`config.mk`:
```
export PLATFORM = sky130hd
export DESIGN_NAME = song_sequencer
export DESIGN_NICKNAME = d
export VERILOG_FILES = /design/src/rtl/song_sequencer.sv
export SDC_FILE = /design/constraint.sdc
export NUM_CORES = 1
export LEC_CHECK = 0
export CAP_MARGIN = 20
export CORE_MARGIN = 2
export CORE_UTILIZATION = 50
export DETAILED_ROUTE_END_ITERATION = 7
export PLACE_DENSITY = 0.63
export SLEW_MARGIN = 20
export SYNTH_ARGS = -nofsm -noshare
export SYNTH_HDL_FRONTEND = slang
export SYNTH_SLANG_ARGS = --single-unit
```
`constraint.sdc`:
```
create_clock -name clk -period 3.8 [get_ports clk]
set_input_delay 0.95 -clock clk [delete_from_list [all_inputs] [get_ports clk]]
set_output_delay 0.95 -clock clk [all_outputs]
set_load 0.01 [all_outputs]
```
`src/rtl/song_sequencer.sv`:
```
// ============================================================================
// Module   : song_sequencer
// Purpose  : Song memory and fixed-tempo playback of 4-lane note patterns.
// Revision : 1.0
// ============================================================================
`default_nettype none

module song_sequencer #(
   parameter int DEPTH    = 64,
   parameter int ADDR_W   = 6,
   parameter int TICK_DIV = 25_000_000
) (
   input  logic              clk,
   input  logic              reset,
   input  logic              start,
   input  logic              pause,
   input  logic              wr_en,
   input  logic [ADDR_W-1:0] wr_addr,
   input  logic [7:0]        wr_data,
   output logic [3:0]        song_data,
   output logic              note_start,
   output logic [ADDR_W-1:0] song_pos,
   output logic              playing,
   output logic              done
);

   localparam int TICK_W = (TICK_DIV > 1) ? $clog2(TICK_DIV) : 1;

   localparam logic [1:0] c_IDLE  = 2'd0;
   localparam logic [1:0] c_PLAY  = 2'd1;
   localparam logic [1:0] c_PAUSE = 2'd2;
   localparam logic [1:0] c_DONE  = 2'd3;

   localparam logic [TICK_W-1:0] c_TICK_LAST = TICK_W'(TICK_DIV - 1);
   localparam logic [ADDR_W-1:0] c_POS_LAST  = ADDR_W'(DEPTH - 1);

   logic [7:0]        r_mem [DEPTH];
   logic [1:0]        r_state;
   logic [1:0]        w_state_next;
   logic [TICK_W-1:0] r_tick;
   logic [3:0]        r_beat;
   logic [ADDR_W-1:0] r_pos;
   logic [3:0]        r_data;
   logic              r_note_start;

   logic              w_active;
   logic              w_tick_wrap;
   logic              w_note_end;
   logic [ADDR_W-1:0] w_pos_next;
   logic [7:0]        w_entry0;
   logic [7:0]        w_entry_next;
   logic              w_load;
   logic              w_stop;
   logic              w_restart;
   logic [ADDR_W-1:0] w_load_addr;
   logic [7:0]        w_load_entry;
   logic              w_wr_ok;

   assign w_wr_ok      = (r_state == c_IDLE) || (r_state == c_DONE);
   // PAUSE with pause low counts on that same edge, so both states advance alike
   assign w_active     = ((r_state == c_PLAY) || (r_state == c_PAUSE)) && !pause;
   assign w_tick_wrap  = (r_tick == c_TICK_LAST);
   assign w_note_end   = w_tick_wrap && (r_beat == 4'd0);
   assign w_pos_next   = r_pos + 1'b1;
   assign w_entry0     = r_mem[0];
   assign w_entry_next = r_mem[w_pos_next];

   always_ff @(posedge clk) begin
      if (wr_en && w_wr_ok) begin
         r_mem[wr_addr] <= wr_data;
      end
   end

   always_ff @(posedge clk) begin
      if (reset) begin
         r_state <= c_IDLE;
      end else begin
         r_state <= w_state_next;
      end
   end

   always_comb begin
      w_state_next = r_state;
      w_load       = 1'b0;
      w_stop       = 1'b0;
      w_restart    = 1'b0;
      w_load_addr  = r_pos;
      w_load_entry = w_entry_next;
      case (r_state)
         c_IDLE, c_DONE: begin
            if (start) begin
               w_restart    = 1'b1;
               w_load_addr  = '0;
               w_load_entry = w_entry0;
               if (w_entry0[7:4] == 4'd0) begin
                  w_state_next = c_DONE;
                  w_stop       = 1'b1;
               end else begin
                  w_state_next = c_PLAY;
                  w_load       = 1'b1;
               end
            end
         end
         c_PLAY, c_PAUSE: begin
            if (pause) begin
               w_state_next = c_PAUSE;
            end else begin
               w_state_next = c_PLAY;
               if (w_note_end) begin
                  // No wrap-around: the last address always ends the song
                  if ((r_pos == c_POS_LAST) || (w_entry_next[7:4] == 4'd0)) begin
                     w_state_next = c_DONE;
                     w_stop       = 1'b1;
                  end else begin
                     w_load      = 1'b1;
                     w_load_addr = w_pos_next;
                  end
               end
            end
         end
         default: begin
            w_state_next = c_IDLE;
         end
      endcase
   end

   always_comb begin
      playing = 1'b0;
      done    = 1'b0;
      case (r_state)
         c_PLAY, c_PAUSE: playing = 1'b1;
         c_DONE:          done    = 1'b1;
         default: begin
            playing = 1'b0;
            done    = 1'b0;
         end
      endcase
   end

   always_ff @(posedge clk) begin
      if (reset) begin
         r_tick       <= '0;
         r_beat       <= 4'd0;
         r_pos        <= '0;
         r_data       <= 4'd0;
         r_note_start <= 1'b0;
      end else begin
         r_note_start <= 1'b0;
         if (w_load) begin
            r_pos        <= w_load_addr;
            r_data       <= w_load_entry[3:0];
            r_beat       <= w_load_entry[7:4] - 4'd1;
            r_tick       <= '0;
            r_note_start <= 1'b1;
         end else if (w_stop) begin
            r_data <= 4'd0;
            r_beat <= 4'd0;
            r_tick <= '0;
            if (w_restart) begin
               r_pos <= '0;
            end
         end else if (w_active) begin
            if (w_tick_wrap) begin
               r_tick <= '0;
               r_beat <= r_beat - 4'd1;
            end else begin
               r_tick <= r_tick + 1'b1;
            end
         end
      end
   end

   assign song_data  = r_data;
   assign note_start = r_note_start;
   assign song_pos   = r_pos;

endmodule

`default_nettype wire

```
==> impl_results.md <==
- Status: finished clean
- Fin nets: 1391
- Rows: 77
- WP data arrival: 4080 ps
- Initial core utilization: 0.508
- Clock Skews: 26.5 ps
- Reg2Reg Depth: 13
- Final WL: 49.6 mm
- Endpoints failing hold: 0
- Full die area: 46900 sq um
- CTS Root Cell: clkbuf_16
- Fill cells: 3322
- Num Clock Sinks: 554
- Port Buffers: 31
- Syn Nets: 1246
- Synth unique cells: 70
- Drt pass-1 iters: 6
- Post-synthesis compound-gate area fraction: 0.0267
- Final core utilization: 0.587
- Skew-Pair Late Insertion Delay: 620 ps
- GP Congestion: 0.868
- RR Startpoint: song_pos[1]$_SDFFE_PP0P_
- Setup TNS: 0 ps
- Initial antenna violation count: 0
- Design Power: 12800 uW
- Worst setup SP type: flop
- Iter 0 DRT Violations: 1097
- Cells after synthesis: 1221
- Min cycle time layout: 3610 ps
- Crit-path leading delay family: compound AO/OA/AOI/OAI gates
- HPWL Detailed: 32.3 mm
- GRT overflow: 0
- CTS Buffer Depth: 3
- Fmax: 0.277 GHz
- Post-Synth Adder-Cell Area: 0.00333
- Slew @ Worst Pin: 839 ps
- Finish-stage setup viols: 0
- Crit Path Class: flop to flop
- CP endpoint kind: flop
- Core Footprint: 44400 sq um
- TritonCTS Buffers: 57
- Placed instance area: 24200 sq um
- Total track usage: 0.217
- Power per cell area: 492 nW/um^2
- Fin. max-slew vios: 0
- Area Overhead vs Synth: 15.4%
- Wire per inst: 24.8 um
- Post-synth EDFFs: 512
- Drt via density: 5.84
- Crit Path Max Fanout: 9
- RSZ-0062 raised after global routing: yes
- Max cap viols: 0
- R2r setup slk: 190 ps
- LEAKAGE: 0.00832 uW
- Rel. slew slack: 0.440
- Synth Area in Simple Gates: 0.0653
- DRC: 0
- Post-synthesis register bit count: 554
- Critical path origin: song_pos[1]$_SDFFE_PP0P_
- Reg area: 16200 sq um
- Multi-input logic area: 6030 sq um
- CP required: 4270 ps
- H-tree lvl count: 2
- Netlist Area Pre-Place: 22600 sq um
- Mean Syn Cell Area: 18.5 sq um
- Global-route wire length before repair: 74.9 mm
- Post-route ant nets: 0
- Peak supply drop: 0.398 mV
- Multiplexer share of the synthesized area: 0.155
- DR vias: 11.7k
- Xor/xnor share of the synthesized area: 0.0126
- Worst-path clk slew: 60 ps
- CTS tree: yes
- Layout cells sized above 1: 0.267
- Worst R2R End: r_beat[2]$_SDFFE_PP0P_
- Hold Path Class: flop to flop
- Top Ports: 32
- CP peak stage delay: 490 ps
- DIE HEIGHT: 216 um
- Warnings, synthesis: 0
- Cell chain of the critical path: ha_4 > buf_4 > xor2_4 > buf_12 > mux4_2 > nand2b_1 > a32o_1 > o32ai_2 > mux2i_1 > ha_1 > or4_1 > o211ai_1 > a211oi_2
- Vias in the first global route: 11.7k
- CP Buf/Inv Count: 2
- CP Depth: 13
- Period utilisation layout: 0.950
- Die width: 216 um
- Main combinational cell family by area after synthesis: multiplexers
- Post-Layout Cell Count: 2005
- Seq/Total Area, Yosys: 0.718
- Synth Flop Type: edfxtp_1
- Design area: 26100 sq um
- Ant. Diodes: 0
- Synth async-reset ratio: 0
- Placed cell count: 1898
- Critical path's slowest cell: or4_1
- Pin count of the biggest net entering global routing: 65
- Crit path to: r_beat[2]$_SDFFE_PP0P_
## worst min path at each step
| stage | from | to | slack (ps) | cells after the start |
|---|---|---|---|---|
| after detailed placement | song_data[0]$_SDFFE_PP0P_ | song_data[0]$_SDFFE_PP0P_ | 440 | 2 |
| after global routing | song_data[0]$_SDFFE_PP0P_ | song_data[0]$_SDFFE_PP0P_ | 470 | 2 |
| after floorplan | r_tick[24]$_SDFFE_PP0P_ | r_tick[24]$_SDFFE_PP0P_ | 470 | 2 |
| after CTS | song_data[0]$_SDFFE_PP0P_ | song_data[0]$_SDFFE_PP0P_ | 460 | 2 |
| final | song_data[0]$_SDFFE_PP0P_ | song_data[0]$_SDFFE_PP0P_ | 450 | 2 |
| after global placement | song_data[2]$_SDFFE_PP0P_ | song_data[2]$_SDFFE_PP0P_ | 440 | 2 |
## cell type report
class / instances / area share
Inverter: 5 / 0.000720
Clock inverter: 40 / 0.0117
Tap cell: 592 / 0.0284
Clock buffer: 66 / 0.0560
Sequential cell: 554 / 0.623
Timing Repair Buffer: 156 / 0.0492
Multi-Input combinational cell: 592 / 0.231
## cell usage after synthesis (6+ instances only)
library cell,instances,area share
a211oi_1,12,0.0040
a21oi_1,13,0.0029
and3_1,7,0.0019
buf_1,7,0.0012
buf_2,19,0.0042
buf_4,9,0.0030
buf_6,10,0.0050
clkbuf_1,26,0.0043
dfxtp_1,42,0.037
edfxtp_1,512,0.68
ha_1,6,0.0033
mux2_2,8,0.0040
mux2i_1,33,0.015
mux4_2,132,0.13
nand2_1,63,0.010
nand2b_1,6,0.0017
nand3_1,21,0.0047
nand3b_1,14,0.0047
nand4_1,7,0.0019
nor2_1,114,0.019
nor2b_1,14,0.0039
nor3_1,9,0.0020
nor3b_1,9,0.0030
nor4_1,6,0.0017
o21ai_0,9,0.0020
xnor2_1,11,0.0043
xor2_1,16,0.0062
## worst register-to-register path: cells and delay by family (launching register included)
family	cells	cell delay [ps]
buf+inv	2	380
fa+ha+maj	2	530
xor+xnor	1	280
compound gates	4	880
flops	1	370
simple gates	2	590
mux	2	440
## state kept, by name, summed over array words and instances, names as in the netlist
register	cells
song_data	4
note_start	1
r_tick	25
song_pos	6
r_state	2
r_beat	4
r_mem	512
## cells by family after synthesis
logic type      Yosys count
xor+xnor                 30
buf+inv                  76
flops                   554
compound gates           79
mux                     177
simple gates            299
fa+ha+maj                 6
## report_power, final
part / internal [uW] / switching, uW
logic: 269 / 478
registers: 6740 / 42.1
clock network: 3020 / 2280
total: 10000 / 2800
## routing by layer
metal  routed length (um)  GRT usage  up-vias
met5                    0          0        -
met4                 1090     0.0559        0
met3                 2990     0.0460       74
met2                23500      0.340      353
met1                22000      0.314     6063
li1                     -          -     5212
## stage by stage
step,worst slack [ps],hold WS (ps)
floorplan,510,471
global placement,144,438
detailed placement,144,442
CTS,107,456
global route,-30.6,475
finish,189,453
## what timing repair did
item | 4_1_cts | 5_1_grt
resized for setup | 0 | 8
hold buffers | 0 | 0
setup buffers | 0 | 0
endpoints found under the setup margin | 0 | 10
## cells in the final DEF, fill, tap and decap left out, types with 6 or more instances in the layout
master	count
mux4_2	132
nand4_1	7
and3_1	7
nor3_1	9
a21oi_1	13
a211oi_1	12
clkdlybuf4s50_1	23
clkinv_2	15
nand3_1	21
nand2_1	63
nand2b_1	6
mux2i_1	33
edfxtp_1	512
nor4_1	6
mux2_2	8
clkbuf_1	9
xnor2_1	10
clkinv_1	17
nor2_1	113
nand3b_1	14
nor3b_1	9
o21ai_0	9
dfxtp_1	40
buf_4	120
clkbuf_16	57
xor2_1	16
nor2b_1	14
Note: power is estimated with default switching activity, not from simulation.
